==> src/rtl/vc_credit_sched.sv <==
// Credit-gated wormhole VC scheduler: per-VC round-robin packet lock, fixed VC priority, optional aging via RAVENOC_VC_AGING_EN.
// Zero-cycle grant, combinational from state and inputs; ready_i=0 holds the grant with no state change.
module vc_credit_sched #(
  parameter int NUM_VC         = 3,
  parameter int NUM_IN         = 4,
  parameter int CREDITS        = 2,
  parameter int HIGH_PRIO_ZERO = 1,
  parameter int AGE_LIMIT      = 8
) (
  input  logic                                  clk,
  input  logic                                  arst,
  input  logic [NUM_VC*NUM_IN-1:0]              req_i,
  input  logic [NUM_IN-1:0]                     tail_i,
  input  logic                                  ready_i,
  input  logic [NUM_VC-1:0]                     credit_ret_i,
  output logic [NUM_VC*NUM_IN-1:0]              grant_o,
  output logic                                  valid_o,
  output logic [$clog2(NUM_VC)-1:0]             vc_sel_o,
  output logic [NUM_VC*$clog2(CREDITS+1)-1:0]   credit_cnt_o,
  output logic                                  err_o
);

  localparam int CW = $clog2(CREDITS + 1);
  localparam int IW = (NUM_IN > 1) ? $clog2(NUM_IN) : 1;
  localparam int VW = $clog2(NUM_VC);

  typedef enum logic {IDLE, LOCKED} vc_state_t;

  vc_state_t         state_q [NUM_VC];
  vc_state_t         state_d [NUM_VC];
  logic [IW-1:0]     lock_q  [NUM_VC];
  logic [IW-1:0]     lock_d  [NUM_VC];
  logic [IW-1:0]     ptr_q   [NUM_VC];
  logic [IW-1:0]     ptr_d   [NUM_VC];
  logic [IW-1:0]     cand    [NUM_VC];
  logic [CW-1:0]     cred_q  [NUM_VC];
  logic [CW-1:0]     cred_d  [NUM_VC];
  logic              err_q, err_d;
  logic [NUM_VC-1:0] elig;
  logic              sel_found;
  int                sel_vc;
  logic              xfer;

`ifdef RAVENOC_VC_AGING_EN
  localparam int AW = $clog2(AGE_LIMIT + 1);
  logic [AW-1:0] age_q [NUM_VC];
  logic [AW-1:0] age_d [NUM_VC];
`else
  logic unused_age_limit;
  assign unused_age_limit = (AGE_LIMIT > 0);
`endif

  // Per-VC candidate input and eligibility, then VC selection.
  always_comb begin
    int  idx;
    logic aged;
    idx       = 0;
    aged      = 1'b0;
    elig      = '0;
    sel_found = 1'b0;
    sel_vc    = 0;
    for (int v = 0; v < NUM_VC; v++) begin
      cand[v] = lock_q[v];
      if (state_q[v] == LOCKED) begin
        elig[v] = req_i[v*NUM_IN + int'(lock_q[v])];
      end else begin
        for (int i = 0; i < NUM_IN; i++) begin
          idx = int'(ptr_q[v]) + i;
          if (idx >= NUM_IN) idx = idx - NUM_IN;
          if (!elig[v] && req_i[v*NUM_IN + idx]) begin
            elig[v] = 1'b1;
            cand[v] = IW'(idx);
          end
        end
      end
      if (cred_q[v] == '0) elig[v] = 1'b0;
    end
    if (HIGH_PRIO_ZERO != 0) begin
      for (int v = 0; v < NUM_VC; v++) begin
        if (!sel_found && elig[v]) begin
          sel_found = 1'b1;
          sel_vc    = v;
        end
      end
    end else begin
      for (int v = NUM_VC - 1; v >= 0; v--) begin
        if (!sel_found && elig[v]) begin
          sel_found = 1'b1;
          sel_vc    = v;
        end
      end
    end
`ifdef RAVENOC_VC_AGING_EN
    for (int v = 0; v < NUM_VC; v++) begin
      if (!aged && elig[v] && age_q[v] >= AW'(AGE_LIMIT)) begin
        aged      = 1'b1;
        sel_found = 1'b1;
        sel_vc    = v;
      end
    end
`endif
  end

  // Outputs are forced idle while reset is asserted.
  always_comb begin
    grant_o  = '0;
    valid_o  = arst & sel_found;
    vc_sel_o = '0;
    if (valid_o) begin
      grant_o[sel_vc*NUM_IN + int'(cand[sel_vc])] = 1'b1;
      vc_sel_o = VW'(sel_vc);
    end
  end

  assign xfer = valid_o & ready_i;

  always_comb begin
    state_d = state_q;
    lock_d  = lock_q;
    ptr_d   = ptr_q;
    cred_d  = cred_q;
    err_d   = err_q;
    if (xfer) begin
      if (tail_i[cand[sel_vc]]) begin
        state_d[sel_vc] = IDLE;
        ptr_d[sel_vc]   = (int'(cand[sel_vc]) == NUM_IN - 1) ? '0 : cand[sel_vc] + 1'b1;
      end else begin
        state_d[sel_vc] = LOCKED;
        lock_d[sel_vc]  = cand[sel_vc];
      end
    end
    for (int v = 0; v < NUM_VC; v++) begin
      if (xfer && sel_vc == v && !credit_ret_i[v]) begin
        cred_d[v] = cred_q[v] - 1'b1;
      end else if (credit_ret_i[v] && !(xfer && sel_vc == v)) begin
        if (cred_q[v] == CW'(CREDITS)) err_d = 1'b1;
        else cred_d[v] = cred_q[v] + 1'b1;
      end
    end
  end

  always_ff @(posedge clk or negedge arst) begin
    if (!arst) begin
      for (int v = 0; v < NUM_VC; v++) begin
        state_q[v] <= IDLE;
        lock_q[v]  <= '0;
        ptr_q[v]   <= '0;
        cred_q[v]  <= CW'(CREDITS);
      end
      err_q <= 1'b0;
    end else begin
      state_q <= state_d;
      lock_q  <= lock_d;
      ptr_q   <= ptr_d;
      cred_q  <= cred_d;
      err_q   <= err_d;
    end
  end

`ifdef RAVENOC_VC_AGING_EN
  // Waiting only accrues on cycles where a grant could have transferred.
  always_comb begin
    age_d = age_q;
    for (int v = 0; v < NUM_VC; v++) begin
      if (xfer && sel_vc == v) age_d[v] = '0;
      else if (elig[v] && ready_i && age_q[v] < AW'(AGE_LIMIT)) age_d[v] = age_q[v] + 1'b1;
    end
  end

  always_ff @(posedge clk or negedge arst) begin
    if (!arst) begin
      for (int v = 0; v < NUM_VC; v++) age_q[v] <= '0;
    end else begin
      age_q <= age_d;
    end
  end
`endif

  always_comb begin
    credit_cnt_o = '0;
    for (int v = 0; v < NUM_VC; v++) credit_cnt_o[v*CW +: CW] = cred_q[v];
  end

  assign err_o = err_q;

endmodule

==> config.mk <==
export PLATFORM = sky130hd
export DESIGN_NAME = vc_credit_sched
export DESIGN_NICKNAME = d
export VERILOG_FILES = /design/src/rtl/vc_credit_sched.sv
export SDC_FILE = /design/constraint.sdc
export NUM_CORES = 1
export LEC_CHECK = 0
export CAP_MARGIN = 20
export CELL_PAD_IN_SITES_DETAIL_PLACEMENT = 1
export CELL_PAD_IN_SITES_GLOBAL_PLACEMENT = 1
export CORE_ASPECT_RATIO = 1.5
export CORE_UTILIZATION = 35
export DETAILED_ROUTE_END_ITERATION = 6
export PLACE_DENSITY_LB_ADDON = 0.12
export REMOVE_ABC_BUFFERS = 1
export SYNTH_ARGS = -nofsm -noshare
export SYNTH_HDL_FRONTEND = slang
export SYNTH_SLANG_ARGS = --single-unit
==> constraint.sdc <==
create_clock -name clk -period 3.6 [get_ports clk]
set_input_delay 0.54 -clock clk [delete_from_list [all_inputs] [get_ports clk]]
set_output_delay 0.54 -clock clk [all_outputs]
set_load 0.005 [all_outputs]
==> metrics <==
status=complete, but fails checks; failing checks=negative setup slack; total power=5.272 mW; HPWL Detailed=8015 um; final cell count without fillers=559; filler cell count=888; Worst Skew=0.004268 ns; PortBufs=43; CP Launch Type=flop; Final Util=0.6036; CTS tree=yes; Hold Slack=0.5483 ns; most frequent cell after synthesis=o21ai_0; fin nets=505; Die X=74.71 um; Mapped Avg Cell Area=9.069 um2; Crit. End Element=output port; core area=7661 um2; final setup margin=-0.4684 ns; max incr delay on CP=0.46 ns; Max Buffers Root-to-Sink=2; clk sinks=22; Cell Chain, Critical Path=buf_6 > ha_4 > ha_4 > mux2i_1 > a31o_2 > o31a_1 > a41oi_2 > buf_4 > nor2_4 > and3_4 > a311oi_4 > buf_4 > ha_4 > buf_4 > and3_1 > buf_2; sequential share of the synthesized area=0.1997; LEAKAGE=2.116 nW; Synth top area share=0.1713; Initial Utilization=0.3622; post-place setup slack=-0.8195 ns; Yosys warnings=0; placed instance area=3993 um2; Inst Count DP=537; worst hold path type=reg -> reg; Netlist cell types=59; via count=3211; max_slew headroom=0.6221; GRT Total Usage=0.2648; Synth Instances=306; Post-synth EDFFs=0; drt total wl=12050 um; RSZ-0062 raised after global routing=true; antenna cells=0; ys async rst share=1.000; Required @ worst endpoint=3.06 ns; synthesized area=2775 um2; Design Area, Final=4624 um2; delay-heaviest family, CP=compound AO/OA/AOI/OAI gates; first-pass GRT wire length=16770 um; Worst-Skew Late Latency=0.26 ns; register area=555.5 um2; Overflow after GRT=0; Synth Flop Type=dfrtp_1; std cell rows=39; largest net degree at the start of global routing=17; WL/cell=21.56 um; Critical path buffers and inverters=5; cell chosen for the clock root=clkbuf_16; share of cells above drive strength 1=0.4858; peak supply drop=0.4510 mV; Setup TNS=-9.852 ns; multi-input logic area=2446 um2; synth cell count leaders=o21ai_0 (26), a21oi_1 (25), ha_1 (25); Vert. Die Dim=111.1 um; final setup vio count=30; Max stage delay cell, worst path=dfrtp_2; TritonCTS buffer count=3; max-cap viol count=0; period utilization=1.130; crit path kind=reg -> out; synthesized flop and latch total=22; CTS clk-pin slew, worst paths=0.07 ns; PwrDens=1140 nW/um2; Area Overhead vs Synth=66.64%; RePlAce Congestion=0.8592; htree depth=1; DRC Markers=0; Top Ports=44; Die ar.=8297 um2; Final Critical Period=4.068 ns; critical path arrival=3.53 ns; final hold violations=0; Pre-Repair DR Iteration Count=4; number of global-route vias before repair=3350; cell accounting for the most synthesized area=dfrtp_1; max-slew violation count=0; final antenna-violating net count=0; fmax=245.8 MHz; synth top area cells=dfrtp_1 (17%), mux4_2 (11%), ha_1 (11%), o21ai_0 (4.7%), a21oi_1 (4.5%); worst slew pin tran=0.5621 ns; initial antenna violation count=1; critical path peak fanout=5; Initial DRC Count=120; Vias/cell=5.744
[where the power goes]
part           total (mW)  internal [mW]  switching (mW)  leakage, nW
combinational        4.44           2.33            2.12         1.83
sequential          0.509          0.363           0.146        0.239
clock               0.320          0.221          0.0993       0.0511
total                5.27           2.91            2.36         2.12
[cell type report]
class | count | area share
clock buffers | 3 | 0.01623
clock inverters | 1 | 0.006493
inverters | 24 | 0.02056
multi-input cells | 251 | 0.5290
flip-flops and latches | 22 | 0.1201
well taps | 102 | 0.02760
repair buffers | 156 | 0.2800
[placed cells by master, fill, tap and decap left out, drive strengths merged, types with 2 or more instances in the layout]
| cell | count |
|---|---|
| mux2 | 16 |
| dfstp | 3 |
| clkdlybuf4s50 | 19 |
| o22ai | 5 |
| a21o | 3 |
| ha | 25 |
| a31o | 4 |
| inv | 24 |
| nor2b | 9 |
| o221a | 5 |
| dlygate4sd2 | 11 |
| nand2b | 7 |
| mux4 | 14 |
| nand2 | 13 |
| xor2 | 3 |
| nor2 | 15 |
| o21ai | 27 |
| and3 | 11 |
| dfrtp | 19 |
| o31a | 3 |
| a21boi | 3 |
| and2 | 5 |
| clkbuf | 3 |
| xnor2 | 3 |
| o2111ai | 2 |
| nand3 | 8 |
| o211ai | 3 |
| nor3 | 7 |
| a21oi | 26 |
| and3b | 4 |
| buf | 126 |
| mux2i | 12 |
[final timing paths]
path                                  from         endpoint  slack [ns]  depth (start not counted)
max in group asynchronous             arst  credit_cnt_o[5]        2.51                          2
min reg2reg                credit_cnt_o[5]  credit_cnt_o[5]        0.55                          1
max                               ptr_q[2]       grant_o[3]       -0.47                         16
min                        credit_cnt_o[5]  credit_cnt_o[5]        0.55                          1
max reg2reg                       ptr_q[2]        lock_q[5]       -0.39                         17
min in group asynchronous             arst        lock_q[4]        0.84                          2
[cells by family (layout without fill, tap and decap cells)]
kind of cell	count (synthesis)	in the layout	share of synthesized area
AND/OR/NAND/NOR	85	85	0.1677
AO/OA/AOI/OAI	93	93	0.2232
flip-flops	22	22	0.1997
buffers and inverters	33	184	0.05185
adder cells (fa/ha/maj)	25	25	0.1127
XOR/XNOR	6	6	0.01894
multiplexers	42	42	0.2259
[metal layers]
layer / vias up / global-route usage / part of all wire / routed length [um]
li1: 1455 / - / - / -
met1: 1613 / 0.2797 / 0.35 / 4251
met2: 103 / 0.5159 / 0.57 / 6890
met3: 40 / 0.02545 / 0.028 / 338
met4: 0 / 0.08553 / 0.047 / 571
met5: - / 0 / 0 / 0
[worst register-to-register path: cells and delay by family, from the launching register on]
kind | cells | cell delay, ns
AND/OR/NAND/NOR | 2 | 0.21
buffers and inverters | 5 | 0.77
multiplexers | 2 | 0.51
flip-flops | 1 | 0.46
AO/OA/AOI/OAI | 6 | 1.61
adder cells (fa/ha/maj) | 2 | 0.32
[what timing repair did]
item                       CTS  global route
cloned                       0             0
gates resized for setup    116            58
setup endpoints to repair   33            32
hold buffers                 0             0
setup buffers                9             9
pin swaps                   14            13
(Power assumes the default switching activity.)
